File: src/rtl/snn_pkg.sv
`default_nettype none
// ============================================================================
//  Module      : snn_pkg
//  Description : Shared constants and FSM state encoding for the SNN image
//                loader and its storage.
//  Revision    : 1.0 - initial release
// ============================================================================
package snn_pkg;

   // Image bytes per frame and valid image bits per frame (28x28)
   localparam int NUM_BYTES  = 98;
   localparam int IMG_BITS   = 784;

   // Geometry of the byte-wide frame store
   localparam int RAM_DATA_W = 8;
   localparam int RAM_ADDR_W = 7;

   // Loader sequencing states
   typedef enum logic [2:0] {
      ST_LOAD      = 3'd0,
      ST_START     = 3'd1,
      ST_WAIT_CORE = 3'd2,
      ST_SEND      = 3'd3,
      ST_WAIT_TX   = 3'd4
   } state_t;

endpackage : snn_pkg
`default_nettype wire

File: src/rtl/ram.sv
`default_nettype none
// ============================================================================
//  Module      : ram
//  Description : Simple dual-port RAM, one synchronous write port and one
//                registered read port. A read of the address being written
//                in the same cycle returns the previous contents.
//  Revision    : 1.0 - initial release
// ============================================================================
module ram #(
   parameter int DATA_WIDTH = 8,
   parameter int ADDR_WIDTH = 7
) (
   input  logic                  clk,
   input  logic                  we,
   input  logic [ADDR_WIDTH-1:0] waddr,
   input  logic [DATA_WIDTH-1:0] wdata,
   input  logic [ADDR_WIDTH-1:0] raddr,
   output logic [DATA_WIDTH-1:0] rdata
);

   logic [DATA_WIDTH-1:0] mem_q [0:(1<<ADDR_WIDTH)-1];

   // Write and read on the same edge; non-blocking update gives read-old-data
   always_ff @(posedge clk) begin
      if (we) begin
         mem_q[waddr] <= wdata;
      end
      rdata <= mem_q[raddr];
   end

endmodule : ram
`default_nettype wire

File: src/rtl/snn_image_loader.sv
`default_nettype none
// ============================================================================
//  Module      : snn_image_loader
//  Description : Collects one image frame from a byte stream into a frame
//                store, launches the SNN core, serves single-bit reads to the
//                core with one cycle of latency, and forwards the classified
//                digit to a byte transmitter.
//  Revision    : 1.0 - initial release
// ============================================================================
module snn_image_loader
   import snn_pkg::*;
#(
   parameter int NUM_BYTES = snn_pkg::NUM_BYTES,
   parameter int IMG_BITS  = snn_pkg::IMG_BITS
) (
   input  logic       clk,
   input  logic       rst,
   input  logic [7:0] rx_data,
   input  logic       rx_rdy,
   input  logic [9:0] addr_input_unit,
   output logic       q_input,
   output logic       start,
   input  logic       done,
   input  logic [3:0] digit,
   output logic [7:0] tx_data,
   output logic       trmt,
   input  logic       tx_done,
   output logic       busy
);

   localparam logic [6:0]  C_LAST_SLOT = 7'(NUM_BYTES - 1);
   localparam logic [10:0] C_IMG_LIMIT = 11'(IMG_BITS);

   state_t     state_q,    state_d;
   logic [6:0] byte_cnt_q, byte_cnt_d;
   logic [7:0] tx_data_q,  tx_data_d;
   logic [2:0] bit_sel_q,  bit_sel_d;
   logic       in_range_q, in_range_d;

   logic       w_wr_en;
   logic [7:0] w_ram_rdata;

   // Frame store: written at the running byte count, read by byte address
   ram #(
      .DATA_WIDTH (RAM_DATA_W),
      .ADDR_WIDTH (RAM_ADDR_W)
   ) u_ram (
      .clk   (clk),
      .we    (w_wr_en),
      .waddr (byte_cnt_q),
      .wdata (rx_data),
      .raddr (addr_input_unit[9:3]),
      .rdata (w_ram_rdata)
   );

   // Sequencer: load bytes, pulse start, await core, pulse trmt, await tx
   always_comb begin
      state_d    = state_q;
      byte_cnt_d = byte_cnt_q;
      tx_data_d  = tx_data_q;
      w_wr_en    = 1'b0;
      start      = 1'b0;
      trmt       = 1'b0;
      case (state_q)
         ST_LOAD: begin
            if (rx_rdy) begin
               w_wr_en = 1'b1;
               if (byte_cnt_q == C_LAST_SLOT) begin
                  byte_cnt_d = '0;
                  state_d    = ST_START;
               end else begin
                  byte_cnt_d = byte_cnt_q + 7'd1;
               end
            end
         end
         ST_START: begin
            start   = 1'b1;
            state_d = ST_WAIT_CORE;
         end
         ST_WAIT_CORE: begin
            if (done) begin
               tx_data_d = {4'h0, digit};
               state_d   = ST_SEND;
            end
         end
         ST_SEND: begin
            trmt    = 1'b1;
            state_d = ST_WAIT_TX;
         end
         ST_WAIT_TX: begin
            if (tx_done) begin
               state_d = ST_LOAD;
            end
         end
         default: begin
            state_d = ST_LOAD;
         end
      endcase
   end

   // Read side: the bit lane and range flag travel alongside the RAM read
   always_comb begin
      bit_sel_d  = addr_input_unit[2:0];
      in_range_d = ({1'b0, addr_input_unit} < C_IMG_LIMIT);
   end

   // State registers
   always_ff @(posedge clk) begin
      if (rst) begin
         state_q    <= ST_LOAD;
         byte_cnt_q <= '0;
         tx_data_q  <= '0;
         bit_sel_q  <= '0;
         in_range_q <= 1'b0;
      end else begin
         state_q    <= state_d;
         byte_cnt_q <= byte_cnt_d;
         tx_data_q  <= tx_data_d;
         bit_sel_q  <= bit_sel_d;
         in_range_q <= in_range_d;
      end
   end

   // Out-of-range addresses and the post-reset cycle read as zero
   assign q_input = in_range_q & w_ram_rdata[bit_sel_q];
   assign tx_data = tx_data_q;
   assign busy    = (state_q != ST_LOAD);

endmodule : snn_image_loader
`default_nettype wire

File: config.mk
export PLATFORM = sky130hd
export DESIGN_NAME = snn_image_loader
export DESIGN_NICKNAME = d
export VERILOG_FILES = /design/src/rtl/snn_pkg.sv /design/src/rtl/ram.sv /design/src/rtl/snn_image_loader.sv
export SDC_FILE = /design/constraint.sdc
export NUM_CORES = 1
export LEC_CHECK = 0
export BUFFER_PORTS_ARGS = -buffer_cell sky130_fd_sc_hd__buf_4
export CORE_UTILIZATION = 45
export DETAILED_ROUTE_END_ITERATION = 10
export GPL_TIMING_DRIVEN = 0
export PLACE_DENSITY = 0.6
export REMOVE_ABC_BUFFERS = 1
export SYNTH_ARGS = -nofsm -noshare
export SYNTH_HDL_FRONTEND = slang
export SYNTH_HIERARCHICAL = 1
export SYNTH_SLANG_ARGS = --single-unit
File: constraint.sdc
create_clock -name clk -period 6.3 [get_ports clk]
set_input_delay 0.945 -clock clk [delete_from_list [all_inputs] [get_ports clk]]
set_output_delay 0.945 -clock clk [all_outputs]
set_load 0.05 [all_outputs]
# ---- After elaboration in Yosys (flattened, before gate mapping)
# Memory sizes are Yosys's and may differ from the RTL's. A register that Yosys moved wholly into a read port is not among the register bits.
# Cells that the tools add are included.
dict set report op_classes {
  n_mux 14
  addsub 1
  n_bitwise 1
  order_cmp 2
  eq_ne 9
  n_reduce_logical 5
}
# operator count
set ops {}
lappend ops {{case mux 3 bit (5 select lines)} 1}
lappend ops {{2-to-1 mux 3 bit} 4}
lappend ops {{less-than comparator 10 bit, second input constant} 1}
lappend ops {{inequality test 2 bit, second input constant} 4}
lappend ops {{adder 7 x 1 -> 7 bit, second input constant} 1}
lappend ops {{== test 7 bit, second input constant} 1}
lappend ops {{2-to-1 mux 1 bit} 7}
lappend ops {{2-to-1 mux 7 bit} 1}
lappend ops {{== test 3 x 2 -> 1 bit, second input constant} 2}
lappend ops {{less-than comparator 3 x 4 -> 1 bit, second input constant} 1}
lappend ops {{AND reduction 2 bit} 2}
lappend ops {{AND reduction 4 bit} 1}
lappend ops {{binary-select mux 1 bit (select 3 bit)} 1}
lappend ops {{== test 3 x 1 -> 1 bit, second input constant} 1}
lappend ops {{== test 3 bit, second input constant} 1}
lappend ops {{logical NOT 3 bit} 1}
lappend ops {{nonzero test 3 bit} 1}
lappend ops {{bitwise AND 1 bit} 1}
dict set report totals {
  wordCells 38
  memories 1
  ramBits 1024
  output_inout_bits 12
  regBits 18
  inputBits 27
}
# name depth width read_ports rd_clocked_by_memory_dff wr line_no
set memory_table {}
lappend memory_table {u_ram.mem_q 128 8 1 1 1 ram.sv:21} ;# logic [DATA_WIDTH-1:0] mem_q [0:(1<<ADDR_WIDTH)-1];

# ---- Longest topological paths before layout
# Gate-level depths: netlist of run 1.
dict set report logic_depth {
  depth_word 4
  mapped_depth 8
}

# ---- Hierarchy
# Netlist of run 1, hierarchy kept.
# module cells_per_inst area_each_um2 seq_area_each_um2 n_inst
set by_module_without_submodules {}
lappend by_module_without_submodules {ram 1635 39665.5 30909.6 1}
lappend by_module_without_submodules {snn_image_loader 89 860.8 360.3 1}

# ---- Worst setup path after synthesis of run 1
# No wires, ideal clock.
dict set report synth_timing {
  kind {in2reg}
  start {input port addr_input_unit[3]}
  end {register u_ram.rdata[0] (read register of u_ram.mem_q)}
  n_path_buf 2
  setup_slack_ns 2.851
  setup_ns 0.121
  t_required_ns 6.179
  arrival_ns 3.328
  cell_stages 6
  path_cell_list {clkbuf_1 -> buf_1 -> mux4_2 -> mux4_2 -> mux4_2 -> mux2_2}
}
# item line_no
set synth_rtl {}
lappend synth_rtl {{from (decl)} snn_image_loader.sv:20} ;# input logic [9:0] addr_input_unit,
lappend synth_rtl {{to (decl)} ram.sv:18} ;# output logic [DATA_WIDTH-1:0] rdata

# ---- Worst setup path after layout of run 1
dict set report layout_timing {
  start {register state_q[0]}
  end {memory u_ram.mem_q[56][7], enable pin}
}
dict set report layout_via {
  elab_chain_len 4
}
# item line_no
set layout_lines {}
lappend layout_lines {{from (decl)} snn_image_loader.sv:34} ;# state_t state_q, state_d;
lappend layout_lines {{from (signal assigned)} snn_image_loader.sv:116} ;# state_q <= state_d;
lappend layout_lines {{logical NOT 3 bit} snn_image_loader.sv:64} ;# case (state_q)
lappend layout_lines {{2-to-1 mux 1 bit} snn_image_loader.sv:64}
lappend layout_lines {{via w_wr_en} snn_image_loader.sv:40} ;# logic w_wr_en;
lappend layout_lines {{2-to-1 mux 1 bit} ram.sv:25} ;# if (we) begin
lappend layout_lines {{2-to-1 mux 1 bit (not written as such)} ram.sv:26} ;# mem_q[waddr] <= wdata;
lappend layout_lines {{to (decl)} ram.sv:21}
# The timed path passes the listed nets, and every way through them passes these cells.

==> results of run 1 <==
placed cells by master (no fill, tap or decap), types with 4 or more instances in the layout:
cell,count
or3_1,5
buf_16,15
clkinv_2,19
nand3_1,11
a21oi_1,5
nor2_1,130
clkbuf_1,22
clkinvlp_4,4
nand4_1,4
nor2b_1,10
mux4_2,338
buf_6,10
mux2_2,8
mux2i_1,4
dfxtp_1,26
nand3_2,4
edfxtp_1,1024
clkinv_1,16
clkbuf_8,7
nand2_1,18
clkbuf_16,107
buf_4,25
inv_6,4
bufinv_16,11
nor3_1,6
nor3_2,4
conb_1,4
state kept, by name, indices dropped and copies added (netlist names):
name	count
u_ram/rdata	8
u_ram/mem_q	1024
byte_cnt_q	7
tx_data	4
bit_sel_q	3
in_range_q	1
state_q	3
per-layer routing:
| metal | part of all wire (%) | vias to the layer above |
|---|---|---|
| met4 | 2.4 | 2 |
| met5 | 0.022 | - |
| met3 | 7.0 | 120 |
| met2 | 48 | 647 |
| met1 | 43 | 9875 |
| li1 | - | 7510 |
synthesized netlist by cell type, types with 4 or more instances:
cell type / n / area (µm²)
edfxtp_1: 1024 / 30700
mux4_2: 338 / 7610
nor2_1: 130 / 488
clkbuf_1: 46 / 173
dfxtp_1: 26 / 521
buf_1: 18 / 67.6
nand2_1: 18 / 67.6
buf_2: 15 / 75.1
buf_4: 15 / 113
nand3_1: 15 / 75.1
nor2b_1: 10 / 62.6
nor3_1: 10 / 50.1
mux2_2: 8 / 90.1
a21oi_1: 5 / 25.0
or3_1: 5 / 31.3
mux2i_1: 4 / 40.0
nand4_1: 4 / 25.0
worst paths after layout:
path	from	slack (ns)	end
worst max-delay path	state_q[0]$_SDFFE_PP0P_	2.10	u_ram/mem_q[56][7]$_DFFE_PP_
worst min register to register	tx_data[0]$_SDFFE_PP0P_	0.51	tx_data[0]$_SDFFE_PP0P_
worst min-delay path	rx_data[1]	0.49	u_ram/mem_q[78][1]$_DFFE_PP_
worst max register to register	state_q[0]$_SDFFE_PP0P_	2.10	u_ram/mem_q[56][7]$_DFFE_PP_
metrics by stage:
stage	util, %	cells	TNS [ns]	hold WS (ns)	total power, µW
6_report	51.6	3043	0	0.486	14700
5_1_grt	51.6	3042	0	0.471	15100
4_1_cts	51.3	3032	0	0.470	14800
3_5_place_dp	47.4	2838	0	0.498	8540
3_3_place_gp	47.1	2829	-10.21	0.488	8550
2_1_floorplan	-	1630	0	0.501	8140
logic make-up after synthesis:
group,share of synthesized area [%]
buf+inv,1.17
xor+xnor,0.0432
flops,77.2
simple gates,2.24
compound gates,0.216
fa+ha+maj,0.0617
mux,19.1
other cells,0.00925
power breakdown:
| group | internal, µW | leakage [µW] | switching, µW |
|---|---|---|---|
| clock | 3660 | 0.00171 | 2590 |
| combinational | 293 | 0.00285 | 406 |
| sequential | 7680 | 0.00942 | 14.0 |
cell type report:
cell class                      count  area [µm²]
Fill cell                        6728       43000
Sequential cell                  1050       31300
Multi-Input combinational cell    577        8830
Clock buffer                      136        2860
Tap cell                         1165        1460
Timing Repair Buffer               53         751
Clock inverter                     58         647
Inverter                            3        11.3
Antenna cell                        1        2.50
worst max-delay path: cells and delay by family (launching register included):
kind,cells,cell delay [ns]
DFF,1,0.37
and+or+nand+nor,4,3.08
buffers and inverters,1,0.34
==> out/qor.yml, run 1 <==
cts:
  ctsHoldBuffers: 0
  ctsLongestPathBuffers: 3
  post-cts-setup-buffer-count: 0
  cts_tree: "built"
  cts_sinks: 1050
  cts_buffers: 105
  post_cts_resize_count: 0
  clockRootBuffer: "clkbuf_16"
  cts_max_level: 3
  clk_latency_ns: 0.68
  clk_pin_slew_worst_paths_ns: 0.06
grt:
  grt_use_met1_pct: 28.7
  gr-usage-met3_pct: 3.70
  grt_max_degree: 129
  grt_pass1_wl_mm: 127
  grt_usage_pct: 19.7
  top_usage_layer: "met2"
  overflow: 0
  antenna_found_initial: 2
  met2_usage_pct: 30.3
  grt_pass1_vias: 18337
critical_path:
  max_stage_delay_ns: 1.14
  end_kind: "flip-flop"
  worst_ep_arrival_time_ns: 4.49
  worstPathMaxFanout: 13
  cp.required_ns: 6.59
  path_cells: "or4b_4, inv_1, nor2b_1, nand2_1, nor2_1"
  reg2reg_depth: 5
  crit_type: "reg -> reg"
  startpoint_type: "flip-flop"
  slowest_stage: "nor2_1"
hold_path:
  hold_depth: 1
  hold_path_class: "in -> reg"
timing:
  finalSetupViolCount: 0
  finalCritPeriodShare_pct: 66.7
  worstMarginPinSlew_ns: 1.50
  timing.final.crit_period_ns: 4.20
  relSlewSlack_pct: -0.0614
  rsz0062_at_grt: "false"
  fmax_mhz: 238
  setup_ws_ns: 2.10
  hold_viol_final: 0
  maxSlewViolCount: 1
  fin_worst_skew_ns: 0.0315
synth:
  yosys_warnings: 6
  synth_cell_types: 37
  syn_area_um2: 40500
  seq_area_frac_synth_pct: 77.2
  synthFlopType: "edfxtp_1"
  syn_avg_cell_area_um2: 23.5
  synth_edf_count: 1024
  synthCells: 1724
  synth-seq-cells: 1050
  synth_async_sr_flop_share_pct: 0
route:
  drc_errors: 4
  drt_iter0_drc: 1925
  final_antenna_net_count: 0
  vias_per_cell: 5.97
  post_drt_wl_per_cell_um: 28.9
  firstDrtPassIters: 10
  vias: 18154
  wl_mm: 87.9
final_layout:
  stdcell_area_um2: 45800
  drive_above_1_share_pct: 30.0
  nets: 1819
  area.growth.synth_to_final_pct: 13.1
placement:
  dp_hpwl_mm: 48.5
  gp_congestion: 0.773
  io_buffers: 34
  dpl_worst_slack_ns: 1.67
  post_dp_cell_area_um2: 42100
power:
  p_per_area_nw_per_um2: 320
  p_leak_uw: 0.0140
  ir_worst_vdd_uv: 251
floorplanning:
  dieArea_um2: 91300
  dieHeight_um: 302
  top_level_ports: 39
  start_util_pct: 45.6
  die_w_um: 302
  core_area_um2: 88800
  rows: 109
outcome:
  violations: "DRC, capacitance limit, slew limit"
  status: "finished with violations"
run:
  maxCapViolCount: 1
No activity file was read; power rests on OpenSTA's default activity.
==> run 2, diff against run 1 <==
--- a/config.mk
+++ b/config.mk
@@ -9,7 +9,7 @@
 export CORE_UTILIZATION = 45
 export DETAILED_ROUTE_END_ITERATION = 10
 export GPL_TIMING_DRIVEN = 0
-export PLACE_DENSITY = 0.6
+export PLACE_DENSITY = 0.62
 export REMOVE_ABC_BUFFERS = 1
 export SYNTH_ARGS = -nofsm -noshare
 export SYNTH_HDL_FRONTEND = slang
==> constraint.sdc (replaced) <==
create_clock -name clk -period 3.4 [get_ports clk]
set_input_delay 0.51 -clock clk [delete_from_list [all_inputs] [get_ports clk]]
set_output_delay 0.51 -clock clk [all_outputs]
set_load 0.05 [all_outputs]
==> run 2 against run 1 <==
  * Register-to-register slack lost 2.1 ns
  * Utilization grew 0.56 points
  * The run ends with DRC, setup timing left
  * Routed wire length shrank 0.76%
  * Sequential cell count is the same
==> out/qor.yml, run 2 (synthesis gave the netlist of run 1 again) <==
cts:
  ctsLongestPathBuffers: 3  # unchanged
  cts_max_level: 3  # unchanged
  cts_sinks: 1050  # unchanged
  clockRootBuffer: "clkbuf_16"
  clk_pin_slew_worst_paths_ns: 0.06  # about the same
  cts_buffers: 106  # +0.95%
  clk_latency_ns: 0.67  # about the same
  cts_tree: "built"
route:
  vias_per_cell: 5.85  # -1.9%
  post_drt_wl_per_cell_um: 28.3  # -2.1%
  drt_iter0_drc: 1838  # -4.5%
  drc_errors: 8  # +4
  vias: 18062  # -0.51%
  wl_mm: 87.2  # -0.76%
  firstDrtPassIters: 8  # -2
  final_antenna_net_count: 0  # unchanged
final_layout:
  drive_above_1_share_pct: 35.0  # +5.0 points
  final_common_cell: "edfxtp_1"
  final_cell_mix: "edfxtp_1 (1024), mux4_2 (338), clkbuf_16 (107)"
  largest-register: "u_ram/mem_q"
  nets: 1860  # +2.3%
  largest_reg_flops: 1024  # unchanged
  area.growth.synth_to_final_pct: 14.3
  fillers: 6675  # -0.79%
  final_core_util_pct: 52.2  # +0.56 points
  final_cells: 3086  # +1.4%
  reg.largest.list: "u_ram/mem_q: 1024 flops, u_ram/rdata: 8 flops, byte_cnt_q: 7 flops"
critical_path:
  worst-path-stages: 4  # -1
  crit_buf_inv: 1  # unchanged
  worstPathMaxFanout: 13  # unchanged
  path_cells: "or4b_4, inv_1, nand3_2, nor2_2"
  timing.rr.end: "u_ram/mem_q[41][7]$_DFFE_PP_"
  crit_family: "simple AND/OR/NAND/NOR gates"
  reg2reg_slack_ns: -0.009  # -2.11 ns
  worst_ep_arrival_time_ns: 3.69  # -0.80 ns
  end_kind: "flip-flop"
  slowest_stage: "nand3_2"
  crit_type: "reg -> reg"
  cp.required_ns: 3.68  # -2.91 ns
  max_stage_delay_ns: 0.83  # -0.31 ns
  timing.rr.start: "state_q[0]$_SDFFE_PP0P_"
  reg2reg_depth: 4  # -1
  startpoint_type: "flip-flop"
placement:
  dpl.cell_count: 2842  # +0.14%
  gp_congestion: 0.749  # -3.1%
  dp_hpwl_mm: 48.4  # about the same
  io_buffers: 34  # unchanged
  dpl_worst_slack_ns: -1.02  # -2.68 ns
timing:
  fin_worst_skew_ns: 0.0245  # -0.00697 ns
  maxSlewViolCount: 0  # -1
  worstMarginPinSlew_ns: 1.35  # -0.144 ns
  hold_viol_final: 0  # unchanged
  timing.final.crit_period_ns: 3.41  # -0.794 ns
  rsz0062_at_grt: "true"
  finalSetupViolCount: 2  # +2
  finalCritPeriodShare_pct: 100  # +34 points
  fmax_mhz: 293  # +23%
  whs_ns: 0.0775  # -0.408 ns
  relSlewSlack_pct: 9.09  # +9.2 points
  setup_ws_ns: -0.00890  # -2.11 ns
power:
  p_leak_uw: 0.0142  # +1.4%
  power_uw: 26900  # +83%
  p_per_area_nw_per_um2: 580  # +81%
  ir_worst_vdd_uv: 377  # +50%
floorplanning:
  core_area_um2: 88800  # unchanged
  start_util_pct: 45.6  # unchanged
  die_w_um: 302  # unchanged
  dieArea_um2: 91300  # unchanged
  dieHeight_um: 302  # unchanged
  rows: 109  # unchanged
  top_level_ports: 39  # unchanged
hold_path:
  hold_path_class: "in -> reg"
  hold_depth: 1  # unchanged
  min-delay-start: "rx_data[4]"
  holdPathEnd: "u_ram/mem_q[119][4]$_DFFE_PP_"
grt:
  overflow: 0  # unchanged
  grt_use_met1_pct: 28.8  # +0.10 points
  grt_pass1_wl_mm: 128  # +0.10%
  gr-usage-met3_pct: 3.94  # +0.24 points
  grt_max_degree: 129  # unchanged
  met2_usage_pct: 29.9  # -0.38 points
  grt_pass1_vias: 18619  # +1.5%
  antenna_found_initial: 1  # -1
  grt_usage_pct: 19.5  # -0.19 points
  top_usage_layer: "met2"
outcome:
  status: "finished with violations"
  violations: "DRC, setup timing"
run:
  maxCapViolCount: 0  # -1
==> run 2: cell types whose count changed in the layout (fill, tap and decap cells not counted), moves of 9 or more <==
cell	previous run	this run
nor2_1	130	56
nor2_2	0	58
buf_4	25	62
nor2_4	0	16
clkinv_1	16	25
==> run 2: worst max path at each step <==
stage / from / endpoint / slack, ns
2_1_floorplan: rx_rdy / u_ram/mem_q[126][0]$_DFFE_PP_ / 0.75
3_3_place_gp: addr_input_unit[3] / u_ram/rdata[4]$_DFF_P_ / -3.68
3_5_place_dp: rx_rdy / u_ram/mem_q[94][1]$_DFFE_PP_ / -1.02
4_1_cts: state_q[0]$_SDFFE_PP0P_ / u_ram/mem_q[44][7]$_DFFE_PP_ / -0.46
5_1_grt: state_q[0]$_SDFFE_PP0P_ / u_ram/mem_q[100][1]$_DFFE_PP_ / -0.12
6_report: state_q[0]$_SDFFE_PP0P_ / u_ram/mem_q[41][7]$_DFFE_PP_ / -0.009
==> run 2: metal layers <==
layer,routed length [µm],vias to the layer above
met1,37700,9789
met3,5980,93
met5,7,-
li1,-,7576
met4,1440,2
met2,42000,602
==> run 2: power by group <==
| group | switching (µW) | internal, µW |
|---|---|---|
| clock | 4760 | 6550 |
| sequential | 27.7 | 14200 |
| combinational | 752 | 550 |
| total | 5540 | 21300 |
==> run 2: layout make-up <==
cell class | instances | area, µm² | area share [%]
inverter | 3 | 11.3 | 0.0243
multi-input combinational | 577 | 9130 | 19.7
clock inverter | 63 | 568 | 1.23
sequential | 1050 | 31300 | 67.5
clock buffer | 134 | 2820 | 6.08
timing repair buffer | 93 | 1070 | 2.32
tap | 1165 | 1460 | 3.15
antenna | 1 | 2.50 | 0.00540
==> run 2: metrics by stage <==
step                TNS (ns)  instance area, µm²
floorplan                  0               40100
detailed placement   -329.59               42100
CTS                  -109.93               45900
global placement     -571.70               41800
finish               -0.0158               46300
global route           -9.49               46300
==> run 2: what timing repair did <==
action / in CTS / in global routing
resized for setup: 59 / 43
pin swaps: 25 / 0
endpoints found under the hold margin: 0 / 0
setup endpoints to repair: 661 / 693
hold buffers: 0 / 0
buffers inserted: 32 / 3
gates cloned: 1 / 0
==> run 3, diff against run 2 <==
--- a/config.mk
+++ b/config.mk
@@ -6,11 +6,12 @@
 export NUM_CORES = 1
 export LEC_CHECK = 0
 export BUFFER_PORTS_ARGS = -buffer_cell sky130_fd_sc_hd__buf_4
-export CORE_UTILIZATION = 45
+export CORE_UTILIZATION = 57
 export DETAILED_ROUTE_END_ITERATION = 10
 export GPL_TIMING_DRIVEN = 0
-export PLACE_DENSITY = 0.62
+export PLACE_DENSITY = 0.76
 export REMOVE_ABC_BUFFERS = 1
+export SLEW_MARGIN = 20
 export SYNTH_ARGS = -nofsm -noshare
 export SYNTH_HDL_FRONTEND = slang
 export SYNTH_HIERARCHICAL = 1
==> run 3 against run 2 <==
  * The flow finishes with violations (setup timing)
  * Clock skew is 0.00053 ns higher
  * Cell area is 1.4% lower
  * Global-route usage grew 6.1 points
  * Setup slack got worse by 0.080 ns
  * Sequential power hardly changed
  * Non-clock buffer count down 32
  * Via count rose by 3.7%
  * Power is 1.9% lower
  * Utilization increased by 13 points
==> out/qor.yml, run 3 (synthesis gave the netlist of run 1 again) <==
run:
  maxCapViolCount: 0  # unchanged
route:
  final_antenna_net_count: 0  # unchanged
  firstDrtPassIters: 9  # +1
  drc_errors: 0  # -8
  vias: 18733  # +3.7%
  post_drt_wl_per_cell_um: 31.6  # +12%
  drt_iter0_drc: 2527  # +37%
  vias_per_cell: 6.65  # +14%
  wl_mm: 88.9  # +2.0%
final_layout:
  largest_reg_flops: 1024  # unchanged
  final_cell_mix: "edfxtp_1 (1024), mux4_2 (338), clkbuf_16 (99)"
  fillers: 4328  # -35%
  drive_above_1_share_pct: 35.1  # +0.093 points
  final_core_util_pct: 65.1  # +13 points
  nets: 1821  # -2.1%
  area.growth.synth_to_final_pct: 12.8
  final_common_cell: "edfxtp_1"
  reg.largest.list: "u_ram/mem_q: 1024 flops, u_ram/rdata: 8 flops, byte_cnt_q: 7 flops"
  stdcell_area_um2: 45700  # -1.4%
  largest-register: "u_ram/mem_q"
timing:
  worstMarginPinSlew_ns: 1.06  # -0.295 ns
  rsz0062_at_grt: "true"
  fmax_mhz: 287  # -2.3%
  finalCritPeriodShare_pct: 103  # +2.3 points
  tns_ns: -3.86  # -3.84 ns
  maxSlewViolCount: 0  # unchanged
  setup_ws_ns: -0.0886  # -0.0797 ns
  hold_viol_final: 0  # unchanged
  finalSetupViolCount: 119  # +117
  fin_worst_skew_ns: 0.0251  # +0.000525 ns
  timing.final.crit_period_ns: 3.49  # +0.0797 ns
  relSlewSlack_pct: 29.4  # +20 points
critical_path:
  slowest_stage: "nand3_2"
  worstPathMaxFanout: 13  # unchanged
  path_cells: "or4b_4, inv_1, nand3_2, nor2_2"
  startpoint_type: "flip-flop"
  end_kind: "flip-flop"
  crit_type: "reg -> reg"
  timing.rr.end: "u_ram/mem_q[19][2]$_DFFE_PP_"
  reg2reg_depth: 4  # unchanged
  cp.required_ns: 3.69  # about the same
  max_stage_delay_ns: 0.87  # +0.04 ns
  reg2reg_slack_ns: -0.09  # -0.08 ns
  worst_ep_arrival_time_ns: 3.78  # +0.09 ns
  timing.rr.start: "state_q[0]$_SDFFE_PP0P_"
grt:
  grt_usage_pct: 25.5  # +6.1 points
  gr-usage-met3_pct: 3.95  # +0.018 points
  top_usage_layer: "met2"
  grt_pass1_vias: 18789  # +0.91%
  grt_max_degree: 129  # unchanged
  antenna_found_initial: 5  # +4
  grt_pass1_wl_mm: 130  # +1.9%
  met2_usage_pct: 40.9  # +11 points
  overflow: 0  # unchanged
  grt_use_met1_pct: 37.1  # +8.2 points
cts:
  clk_pin_slew_worst_paths_ns: 0.06  # about the same
  clockRootBuffer: "clkbuf_16"
  cts_buffers: 99  # -6.6%
  ctsLongestPathBuffers: 3  # unchanged
  cts_sinks: 1050  # unchanged
  cts_tree: "built"
  cts_max_level: 3  # unchanged
  ctsHoldBuffers: 0  # unchanged
  clk_latency_ns: 0.67  # about the same
floorplanning:
  top_level_ports: 39  # unchanged
  die_w_um: 269  # -11%
  dieHeight_um: 269  # -11%
  core_area_um2: 70100  # -21%
  start_util_pct: 57.8  # +12 points
  rows: 97  # -11%
  dieArea_um2: 72200  # -21%
hold_path:
  hold_depth: 3  # +2
  hold_path_class: "in -> reg"
  min-delay-start: "digit[2]"
  holdPathEnd: "tx_data[2]$_SDFFE_PP0P_"
placement:
  io_buffers: 34  # unchanged
  post_dp_cell_area_um2: 42000  # -0.18%
  gp_congestion: 0.787  # +5.1%
  dp_hpwl_mm: 48.0  # -0.93%
power:
  p_leak_uw: 0.0139  # -1.8%
  ir_worst_vdd_uv: 378  # +0.35%
  power_uw: 26300  # -1.9%
  p_per_area_nw_per_um2: 577  # -0.56%
outcome:
  violations: "setup timing"
  status: "finished with violations"
==> run 3: cell count changes in the layout (fill, tap and decap cells not counted), sizes merged <==
| cell | change |
|---|---|
| clkinv | +1 |
| bufinv | -1 |
| bufbuf | +2 |
| buf | -32 |
| clkbuf | -12 |
| clkinvlp | -3 |
==> run 3: timing repair <==
action                                  in CTS  in global routing
cloned                                       3                  0
resized for setup                           36                 80
buffers inserted                             0                  7
endpoints found under the setup margin     536                692
==> run 3: cell type report <==
class                   count  area [µm²]  area share (%)
diodes                      1        2.50         0.00548
clock buffers             124        2600            5.69
clock inverters            60         566            1.24
inverters                   3        11.3          0.0246
multi-input cells         577        9210            20.1
flip-flops and latches   1050       31300            68.4
well taps                 940        1180            2.57
repair buffers             61         865            1.89
==> run 3: critical path, delay by kind of cell (launching register included) <==
| kind | cells | cell delay (ns) |
|---|---|---|
| simple gates | 3 | 2.34 |
| buf+inv | 1 | 0.39 |
| flops | 1 | 0.38 |
==> run 3: metal layers <==
metal	wire length [µm]	part of all wire, %
met4	2250	2.5
met1	34400	39
met3	7940	8.9
met2	44400	50
met5	13	0.015
==> run 3: power by group <==
group	switching, µW	internal, µW
Sequential	30.3	14200
Combinational	758	549
Clock	4710	6070
Total	5500	20900
==> run 3: stage by stage <==
stage	setup WS (ns)	cells	hold WS, ns
floorplan	0.750	1630	0.501
CTS	-0.271	2808	0.0621
detailed placement	-1.09	2621	0.503
global route	-0.139	2816	0.102
finish	-0.0886	2816	0.0903
global placement	-3.54	2604	0.481
==> run 3: how the worst max path moves through the flow <==
stage,startpoint,endpoint,slack [ns],depth (start not counted)
after global placement,addr_input_unit[3],u_ram/rdata[0]$_DFF_P_,-3.54,5
after CTS,state_q[0]$_SDFFE_PP0P_,u_ram/mem_q[64][0]$_DFFE_PP_,-0.27,5
after global routing,state_q[0]$_SDFFE_PP0P_,u_ram/mem_q[19][2]$_DFFE_PP_,-0.14,4
final,state_q[0]$_SDFFE_PP0P_,u_ram/mem_q[19][2]$_DFFE_PP_,-0.09,4
after floorplan,rx_rdy,u_ram/mem_q[126][0]$_DFFE_PP_,0.75,5
after detailed placement,addr_input_unit[3],u_ram/rdata[1]$_DFF_P_,-1.09,8
